$ cat src/rtl/cnn_arith_pkg.sv
// Shared arithmetic definitions for the CNN divider datapath.
// Widths, FSM encoding, saturation limits and sign helpers.
package cnn_arith_pkg;

  localparam int unsigned DIVIDEND_W = 25;
  localparam int unsigned DIVISOR_W  = 14;
  localparam int unsigned CNT_W      = 5;
  localparam int unsigned REM_W      = DIVISOR_W + 1;

  typedef enum logic [2:0] {
    IDLE = 3'd0,
    PREP = 3'd1,
    CALC = 3'd2,
    FIX  = 3'd3,
    DONE = 3'd4
  } state_t;

  localparam logic [DIVIDEND_W-1:0] Q_MAX = {1'b0, {(DIVIDEND_W-1){1'b1}}};
  localparam logic [DIVIDEND_W-1:0] Q_MIN = {1'b1, {(DIVIDEND_W-1){1'b0}}};

  // Magnitude as unsigned; the most negative value maps to 2^(W-1) without loss.
  function automatic logic [DIVIDEND_W-1:0] abs_dvd(input logic [DIVIDEND_W-1:0] x);
    return x[DIVIDEND_W-1] ? (~x + DIVIDEND_W'(1)) : x;
  endfunction

  function automatic logic [DIVISOR_W-1:0] abs_dvs(input logic [DIVISOR_W-1:0] x);
    return x[DIVISOR_W-1] ? (~x + DIVISOR_W'(1)) : x;
  endfunction

  function automatic logic [DIVIDEND_W-1:0] neg_dvd(input logic [DIVIDEND_W-1:0] x,
                                                    input logic n);
    return n ? (~x + DIVIDEND_W'(1)) : x;
  endfunction

  function automatic logic [DIVISOR_W-1:0] neg_dvs(input logic [DIVISOR_W-1:0] x,
                                                   input logic n);
    return n ? (~x + DIVISOR_W'(1)) : x;
  endfunction

endpackage

$ cat src/rtl/cnn_udiv_step.sv
// One restoring division step: shift in a dividend bit, trial-subtract,
// keep the difference when it does not go negative.
module cnn_udiv_step
  import cnn_arith_pkg::*;
(
  input  logic [REM_W-1:0] rem_in,
  input  logic [REM_W-1:0] dvs,
  input  logic             bit_in,
  output logic [REM_W-1:0] rem_out_c,
  output logic             q_bit_c
);

  logic [REM_W:0] shifted;
  logic [REM_W:0] diff;

  // rem_in < dvs <= 2^(DIVISOR_W-1) keeps shifted below 2^REM_W, so the top bit of diff is its sign
  always_comb begin
    shifted   = {rem_in, bit_in};
    diff      = shifted - {1'b0, dvs};
    q_bit_c   = ~diff[REM_W];
    rem_out_c = q_bit_c ? diff[REM_W-1:0] : shifted[REM_W-1:0];
  end

endmodule

$ cat src/rtl/cnn_sdiv_seq_25s_14s.sv
// Sequential signed divider, 25-bit dividend by 14-bit divisor, truncating toward zero.
// One quotient bit per cycle; valid/ready handshake on operands and result.
module cnn_sdiv_seq_25s_14s
  import cnn_arith_pkg::*;
(
  input  logic                  ap_clk,
  input  logic                  ap_rst_n,
  input  logic                  in_valid,
  output logic                  in_ready,
  input  logic [DIVIDEND_W-1:0] dividend,
  input  logic [DIVISOR_W-1:0]  divisor,
  output logic                  out_valid,
  input  logic                  out_ready,
  output logic [DIVIDEND_W-1:0] quotient,
  output logic [DIVISOR_W-1:0]  remainder,
  output logic                  div_by_zero,
  output logic                  overflow
);

  state_t state_q, state_d;

  logic [CNT_W-1:0]      cnt_q;
  logic [DIVIDEND_W-1:0] dvd_q;
  logic [DIVISOR_W-1:0]  dvs_q;
  logic [DIVIDEND_W-1:0] mag_q;
  logic [REM_W-1:0]      dvs_mag_q;
  logic [REM_W-1:0]      rem_q;
  logic                  neg_d_q;
  logic                  neg_s_q;

  logic                  accept_c, prep_c, step_c, fix_c;
  logic [REM_W-1:0]      rem_nxt_c;
  logic                  q_bit_c;

  // State register; handshake outputs registered from the next state
  always_ff @(posedge ap_clk) begin
    if (!ap_rst_n) begin
      state_q   <= IDLE;
      in_ready  <= 1'b1;
      out_valid <= 1'b0;
    end else begin
      state_q   <= state_d;
      in_ready  <= (state_d == IDLE);
      out_valid <= (state_d == DONE);
    end
  end

  // Next-state logic
  always_comb begin
    state_d = state_q;
    case (state_q)
      IDLE: if (in_valid) state_d = PREP;
      PREP: state_d = (dvs_q == '0) ? FIX : CALC;
      CALC: if (cnt_q == CNT_W'(1)) state_d = FIX;
      FIX:  state_d = DONE;
      DONE: if (out_ready) state_d = IDLE;
      default: state_d = IDLE;
    endcase
  end

  // Datapath strobes
  always_comb begin
    accept_c = 1'b0;
    prep_c   = 1'b0;
    step_c   = 1'b0;
    fix_c    = 1'b0;
    case (state_q)
      IDLE: accept_c = in_valid;
      PREP: prep_c   = 1'b1;
      CALC: step_c   = 1'b1;
      FIX:  fix_c    = 1'b1;
      default: ;
    endcase
  end

  cnn_udiv_step u_step (
    .rem_in    (rem_q),
    .dvs       (dvs_mag_q),
    .bit_in    (mag_q[DIVIDEND_W-1]),
    .rem_out_c (rem_nxt_c),
    .q_bit_c   (q_bit_c)
  );

  // Operand capture, magnitude iteration and sign-corrected result registers
  always_ff @(posedge ap_clk) begin
    if (!ap_rst_n) begin
      cnt_q       <= '0;
      dvd_q       <= '0;
      dvs_q       <= '0;
      mag_q       <= '0;
      dvs_mag_q   <= '0;
      rem_q       <= '0;
      neg_d_q     <= 1'b0;
      neg_s_q     <= 1'b0;
      quotient    <= '0;
      remainder   <= '0;
      div_by_zero <= 1'b0;
      overflow    <= 1'b0;
    end else begin
      if (accept_c) begin
        dvd_q       <= dividend;
        dvs_q       <= divisor;
        div_by_zero <= 1'b0;
        overflow    <= 1'b0;
      end
      if (prep_c) begin
        neg_d_q   <= dvd_q[DIVIDEND_W-1];
        neg_s_q   <= dvs_q[DIVISOR_W-1];
        mag_q     <= abs_dvd(dvd_q);
        dvs_mag_q <= {1'b0, abs_dvs(dvs_q)};
        rem_q     <= '0;
        cnt_q     <= CNT_W'(DIVIDEND_W);
      end
      // Quotient bits fill mag_q from the bottom as dividend bits leave the top
      if (step_c) begin
        mag_q <= {mag_q[DIVIDEND_W-2:0], q_bit_c};
        rem_q <= rem_nxt_c;
        cnt_q <= cnt_q - CNT_W'(1);
      end
      if (fix_c) begin
        if (dvs_q == '0) begin
          quotient    <= neg_d_q ? Q_MIN : Q_MAX;
          remainder   <= '0;
          div_by_zero <= 1'b1;
        end else if (dvd_q == Q_MIN && dvs_q == '1) begin
          quotient  <= Q_MAX;
          remainder <= '0;
          overflow  <= 1'b1;
        end else begin
          quotient  <= neg_dvd(mag_q, neg_d_q ^ neg_s_q);
          remainder <= neg_dvs(rem_q[DIVISOR_W-1:0], neg_d_q);
        end
      end
    end
  end

endmodule
$ cat config.mk
export PLATFORM = sky130hd
export DESIGN_NAME = cnn_sdiv_seq_25s_14s
export DESIGN_NICKNAME = d
export VERILOG_FILES = /design/src/rtl/cnn_arith_pkg.sv /design/src/rtl/cnn_udiv_step.sv /design/src/rtl/cnn_sdiv_seq_25s_14s.sv
export SDC_FILE = /design/constraint.sdc
export NUM_CORES = 1
export LEC_CHECK = 0
export CAP_MARGIN = 20
export CORE_AREA = 5 5 173 125
export CTS_CLUSTER_DIAMETER = 100
export CTS_CLUSTER_SIZE = 30
export DETAILED_ROUTE_END_ITERATION = 10
export DIE_AREA = 0 0 178 130
export GPL_TIMING_DRIVEN = 0
export PLACE_DENSITY_LB_ADDON = 0.05
export RECOVER_POWER = 25
export SKIP_LAST_GASP = 1
export SLEW_MARGIN = 25
export SYNTH_ARGS = -nofsm -noshare
export SYNTH_HDL_FRONTEND = slang
export SYNTH_SLANG_ARGS = --single-unit
$ cat constraint.sdc
create_clock -name ap_clk -period 3.68 [get_ports ap_clk]
set_input_delay 0.368 -clock ap_clk [delete_from_list [all_inputs] [get_ports ap_clk]]
set_output_delay 0.368 -clock ap_clk [all_outputs]
set_load 0.02 [all_outputs]
# After elaboration in Yosys (flattened, before gate mapping)
# Cells that the tools add are included.
[totals]
ff_bits = 146
input_bits = 43
output_inout_bits = 43
wordCells = 72
[classes]
addsub = 6
eq_ne = 8
muxes = 32
bitwise_logic = 6
reduce_logical = 5
[ops]
columns = ["cell", "count"]
rows = [
  ["$mux W25", 7],
  ["$mux W14", 4],
  ["$add A25 B1 Y25 const B", 2],
  ["$not A25 Y25", 2],
  ["$mux W15", 3],
  ["$add A14 B1 Y14 const B", 2],
  ["$not A14 Y14", 2],
  ["$eq A25 B25 Y1 const B", 1],
  ["$sub A16 B14 Y16", 1],
  ["$pmux W3 S5", 1],
  ["$eq A14 B14 Y1 const B", 1],
  ["$logic_not A14 Y1", 1],
  ["$mux W1", 12],
  ["$mux W5", 2],
  ["$mux W3", 3],
  ["$eq A3 B2 Y1 const B", 2],
  ["$eq A3 B3 Y1 const B", 2],
  ["$logic_not A3 Y1", 2],
  ["$eq A5 B1 Y1 const B", 1],
  ["$sub A5 B1 Y5 const B", 1],
  ["$eq A3 B1 Y1 const B", 1],
  ["$reduce_bool A2 Y1", 1],
  ["$logic_and A1 B1 Y1", 1],
  ["$not A1 Y1", 1],
  ["$xor A1 B1 Y1", 1],
]

# Depth between registers and ports, before layout
[depth]
ltp_word = 6
mapped_depth = 11
ltp_nobuf = 10

# Cells and area by module
# From an unflattened synthesis, not the netlist that was laid out.
[hier_totals]
cells_unflattened = 1011
area_unflattened_um2 = 8250.4
[by_module_without_submodules]
columns = ["mod", "n_inst", "cells_each", "area_each_um2", "seq_area_each_um2"]
rows = [
  ["cnn_sdiv_seq_25s_14s", 1, 878, 7205.7, 2922.8],
  ["cnn_udiv_step", 1, 133, 1044.8, 0.0],
]

# Worst setup path after synthesis
# Ideal clock, no wire load.
[synth_path]
path_kind = "register to register"
startpoint = "register rem_q[7]"
endpoint = "register mag_q[0]"
setup_time_ps = 128
arrival_ps = 2432
required_time_ps = 3552
slack_ps = 1121
path_stages_with_launch = 11
path_buffers = 2
period_less_slack_ps = 2559
path_cell_list = "dfxtp_1 > ha_1 > clkbuf_1 > a211oi_1 > o21bai_1 > or3_1 > o211ai_1 > buf_2 > nor2_1 > a221oi_1 > nor2_1"
[synth_via]
elab_chain_cells = 3
[synth_rtl]
columns = ["element", "line_no", "text"]
rows = [
  ["start: declaration", "cnn_sdiv_seq_25s_14s.sv:27", "logic [REM_W-1:0] rem_q;"],
  ["start signal: assignment", "cnn_sdiv_seq_25s_14s.sv:117", "rem_q <= rem_nxt_c;"],
  ["$sub A16 B14 Y16", "cnn_udiv_step.sv:19", "diff = shifted - {1'b0, dvs};"],
  ["$not A1 Y1", "cnn_udiv_step.sv:20", "q_bit_c = ~diff[REM_W];"],
  ["$mux W25", "cnn_sdiv_seq_25s_14s.sv:115", "if (step_c) begin"],
  ["end signal: assignment", "cnn_sdiv_seq_25s_14s.sv:109", "mag_q <= abs_dvd(dvd_q);"],
  ["end signal: assignment", "cnn_sdiv_seq_25s_14s.sv:116", "mag_q <= {mag_q[DIVIDEND_W-2:0], q_bit_c};"],
  ["end: declaration", "cnn_sdiv_seq_25s_14s.sv:25", "logic [DIVIDEND_W-1:0] mag_q;"],
]
# Every way passes these cells.
# A chain may end at the register's enable or synchronous reset.

# Worst setup path after layout
# Ends and elaborated chain as after synthesis.

==> out/qor.txt <==
Core Region: 19600 um^2
mean area per synthesized cell: 7.98 um^2
Fmax: 307 MHz
top-count cell post-synth: nand2_1
Worst Min Path Start: ap_rst_n
total grt overflow: 0
ys async rst share: 0%
share of cells above drive strength 1: 4.24%
TritonCTS buffer count: 17
Clock Pin Slew Worst Setup and Hold Paths: 0.06 ns
top cells by count, synth: 154 x nand2_1, 146 x dfxtp_1, 105 x a21oi_1
Hold Path End: in_ready
Yosys cell types: 64
Power Dens Cells: 510 nW/um^2
nets@finish: 1139
critical path peak fanout: 10
I/O pins: 86
Synth Area in Compound Gates: 24.8%
WS Path Type: flop to flop
Yosys top cell by area: dfxtp_1
initial antenna violation count: 0
Synth Area in XOR/XNOR: 8.94%
outcome: completed
Worst slew margin: 34.7%
Post-CTS Setup Inserts: 0
routability cong.: 0.924
Least-Margin Pin Slew: 0.972 ns
TritonRoute pass-1 iters: 5
post-DP HPWL: 18300 um
GR Util All Layers: 21.3%
Syn Inst Count: 970
Worst Setup End Kind: flop
number of port buffers: 84
Final Max Tran Viols: 0
first-pass GRT wire length: 39000 um
Synth Warn #: 0
number of max-cap violations: 0
CTS Root Buffer Type: clkbuf_16
syn_nets: 1036
ANT nets after route: 0
synthesis-to-layout area growth: 22.8%
CTS Buffer Depth: 2
R2R Path Start: rem_q[7]
final hold vios: 0
largest family of logic cells by synthesized area: compound AO/OA/AOI/OAI gates
number of global-route vias before repair: 6785
H-tree depth: 4
Arrival @ worst endpoint: 3.56 ns
cells on worst reg2reg path: 10
worst hold slack: 0.425 ns
Starting Density: 39.4%
reg2reg setup slack: 0.42 ns
Worst Path Required: 3.97 ns
hold-fix buffers at CTS: 0
simple-gate share of the synthesized area: 19.6%
mux contribution to synthesized area: 0.646%
clock latency on the worst-skew pair: 0.43 ns
Max Clock Skew: 0.00796 ns
min Tclk post-route: 3.26 ns
RSZ-0062 raised after global routing: false
Setup violations, final: 0
Critical Path Start Type: flop
CTS tree: yes
Synth Cell Area: 7740 um^2
#FFs+latches synth: 146
WL per Instance: 18.2 um
die area: 23100 um^2
RR Endpoint: mag_q[0]
Slowest cell on crit path: dfxtp_1
via count: 7392
# rows: 43
hold crit path type: primary input to flop
drt total wl: 24600 um
top post-synthesis cells by area: dfxtp_1 38%, nand2_1 7.5%, a21oi_1 6.8%, xor2_1 5.1%, a22oi_1 4.3%
leakage power: 3.59 nW
setup_tns: 0 ns
post-synthesis sequential area ratio: 37.7%
CP cell instances: ha_1 -> clkbuf_1 -> a211oi_1 -> o21bai_1 -> or3_1 -> o211ai_1 -> buf_2 -> nor2_1 -> a221oi_1 -> nor2_1
top_reg_cell synth: dfxtp_1
most used cell, CP: nor2_1
ant diodes: 0
Residual DRC: 0
Post-synth EDFFs: 0
post-cts repair resize count: 0
DRT iter0 DRCs: 647
Sink Count: 146
Die Wd: 178 um
post-DR vias/cell: 5.46
worst vdd ir: 0.000256 V
area share of fa/ha/maj cells after synthesis: 3.81%
hold path depth: 2
period utilization: 88.6%
largest net degree at the start of global routing: 17
top cell type's share of synthesized area: 37.7%
largest stage delay on the critical path: 0.52 ns
Die Ht: 130 um
cell usage in the layout (no fill, tap or decap), types with 10 or more instances in the layout:
cell	instances
nor3_1	18
nor2_1	84
a22oi_1	44
o31ai_1	19
a21oi_1	105
dlygate4sd3_1	43
clkbuf_1	64
nand3_1	12
a21o_1	10
a211oi_1	16
xnor2_1	34
xor2_1	45
dfxtp_1	146
inv_1	27
clkdlybuf4s50_1	41
ha_1	22
clkbuf_16	17
nand2_1	154
o21ai_0	40
worst max path at each step:
stage	startpoint	to	slack, ns	depth (start not counted)
after floorplan	rem_q[7]	mag_q[0]	1.12	10
after global placement	rem_q[7]	mag_q[0]	0.42	10
after detailed placement	rem_q[7]	mag_q[0]	0.41	10
after CTS	rem_q[7]	mag_q[0]	0.40	10
final	rem_q[7]	mag_q[0]	0.42	10
after global routing	rem_q[7]	mag_q[0]	0.16	10
metal layers:
| layer | GRT usage, % | vias to the layer above | routed length [um] |
|---|---|---|---|
| met1 | 37.1 | 3457 | 14200 |
| met3 | 5.13 | 14 | 2050 |
| met4 | 4.23 | 0 | 194 |
| met2 | 24.7 | 264 | 8160 |
| met5 | 0 | - | 0 |
| li1 | - | 3657 | - |
power by group:
part	total, W	switching, W	internal (W)
combinational	0.00132	0.000835	0.000484
clock	0.00173	0.000688	0.00105
sequential	0.00180	0.000125	0.00167
metrics by stage:
stage / power (W) / area [um^2] / worst slack (ns) / util [%] / instances
6_report: 0.00485 / 9510 / 0.419 / 48.4 / 1355
5_1_grt: 0.00507 / 9510 / 0.164 / 48.4 / 1355
4_1_cts: 0.00485 / 9510 / 0.398 / 48.4 / 1355
3_5_place_dp: 0.00311 / 8930 / 0.408 / 45.5 / 1324
3_3_place_gp: 0.00312 / 8920 / 0.416 / 45.4 / 1324
2_1_floorplan: 0.00272 / 7740 / 1.12 / - / 970
flip-flops by register name, indices dropped and copies added (netlist names):
name         flops
cnt_q            5
in_ready         1
dvs_mag_q       14
neg_s_q          1
overflow         1
out_valid        1
neg_d_q          1
dvd_q           25
state_q          3
quotient        25
rem_q           15
dvs_q           14
div_by_zero      1
mag_q           25
remainder       14
critical path: cells and delay by family, from the launching register on:
family                   cells  cell delay [ns]
buffers and inverters        2             0.53
adder cells (fa/ha/maj)      1             0.30
flip-flops                   1             0.52
AO/OA/AOI/OAI                4             1.30
AND/OR/NAND/NOR              3             0.48
area by class of cell:
class	count	area, um^2
fill	1987	10100
multi-input combinational	733	4480
sequential	146	2920
timing repair buffer	84	841
clock buffer	22	474
tap	270	338
buffer	64	249
clock inverter	9	106
inverter	27	101
logic make-up after synthesis:
logic type / Yosys count
DFF: 146
adders and majority gates: 23
AOI/OAI and AO/OA: 296
buffers and inverters: 91
muxes: 5
and+or+nand+nor: 330
xor gates and xnor gates: 79
Note: power is estimated with default switching activity, not from simulation.
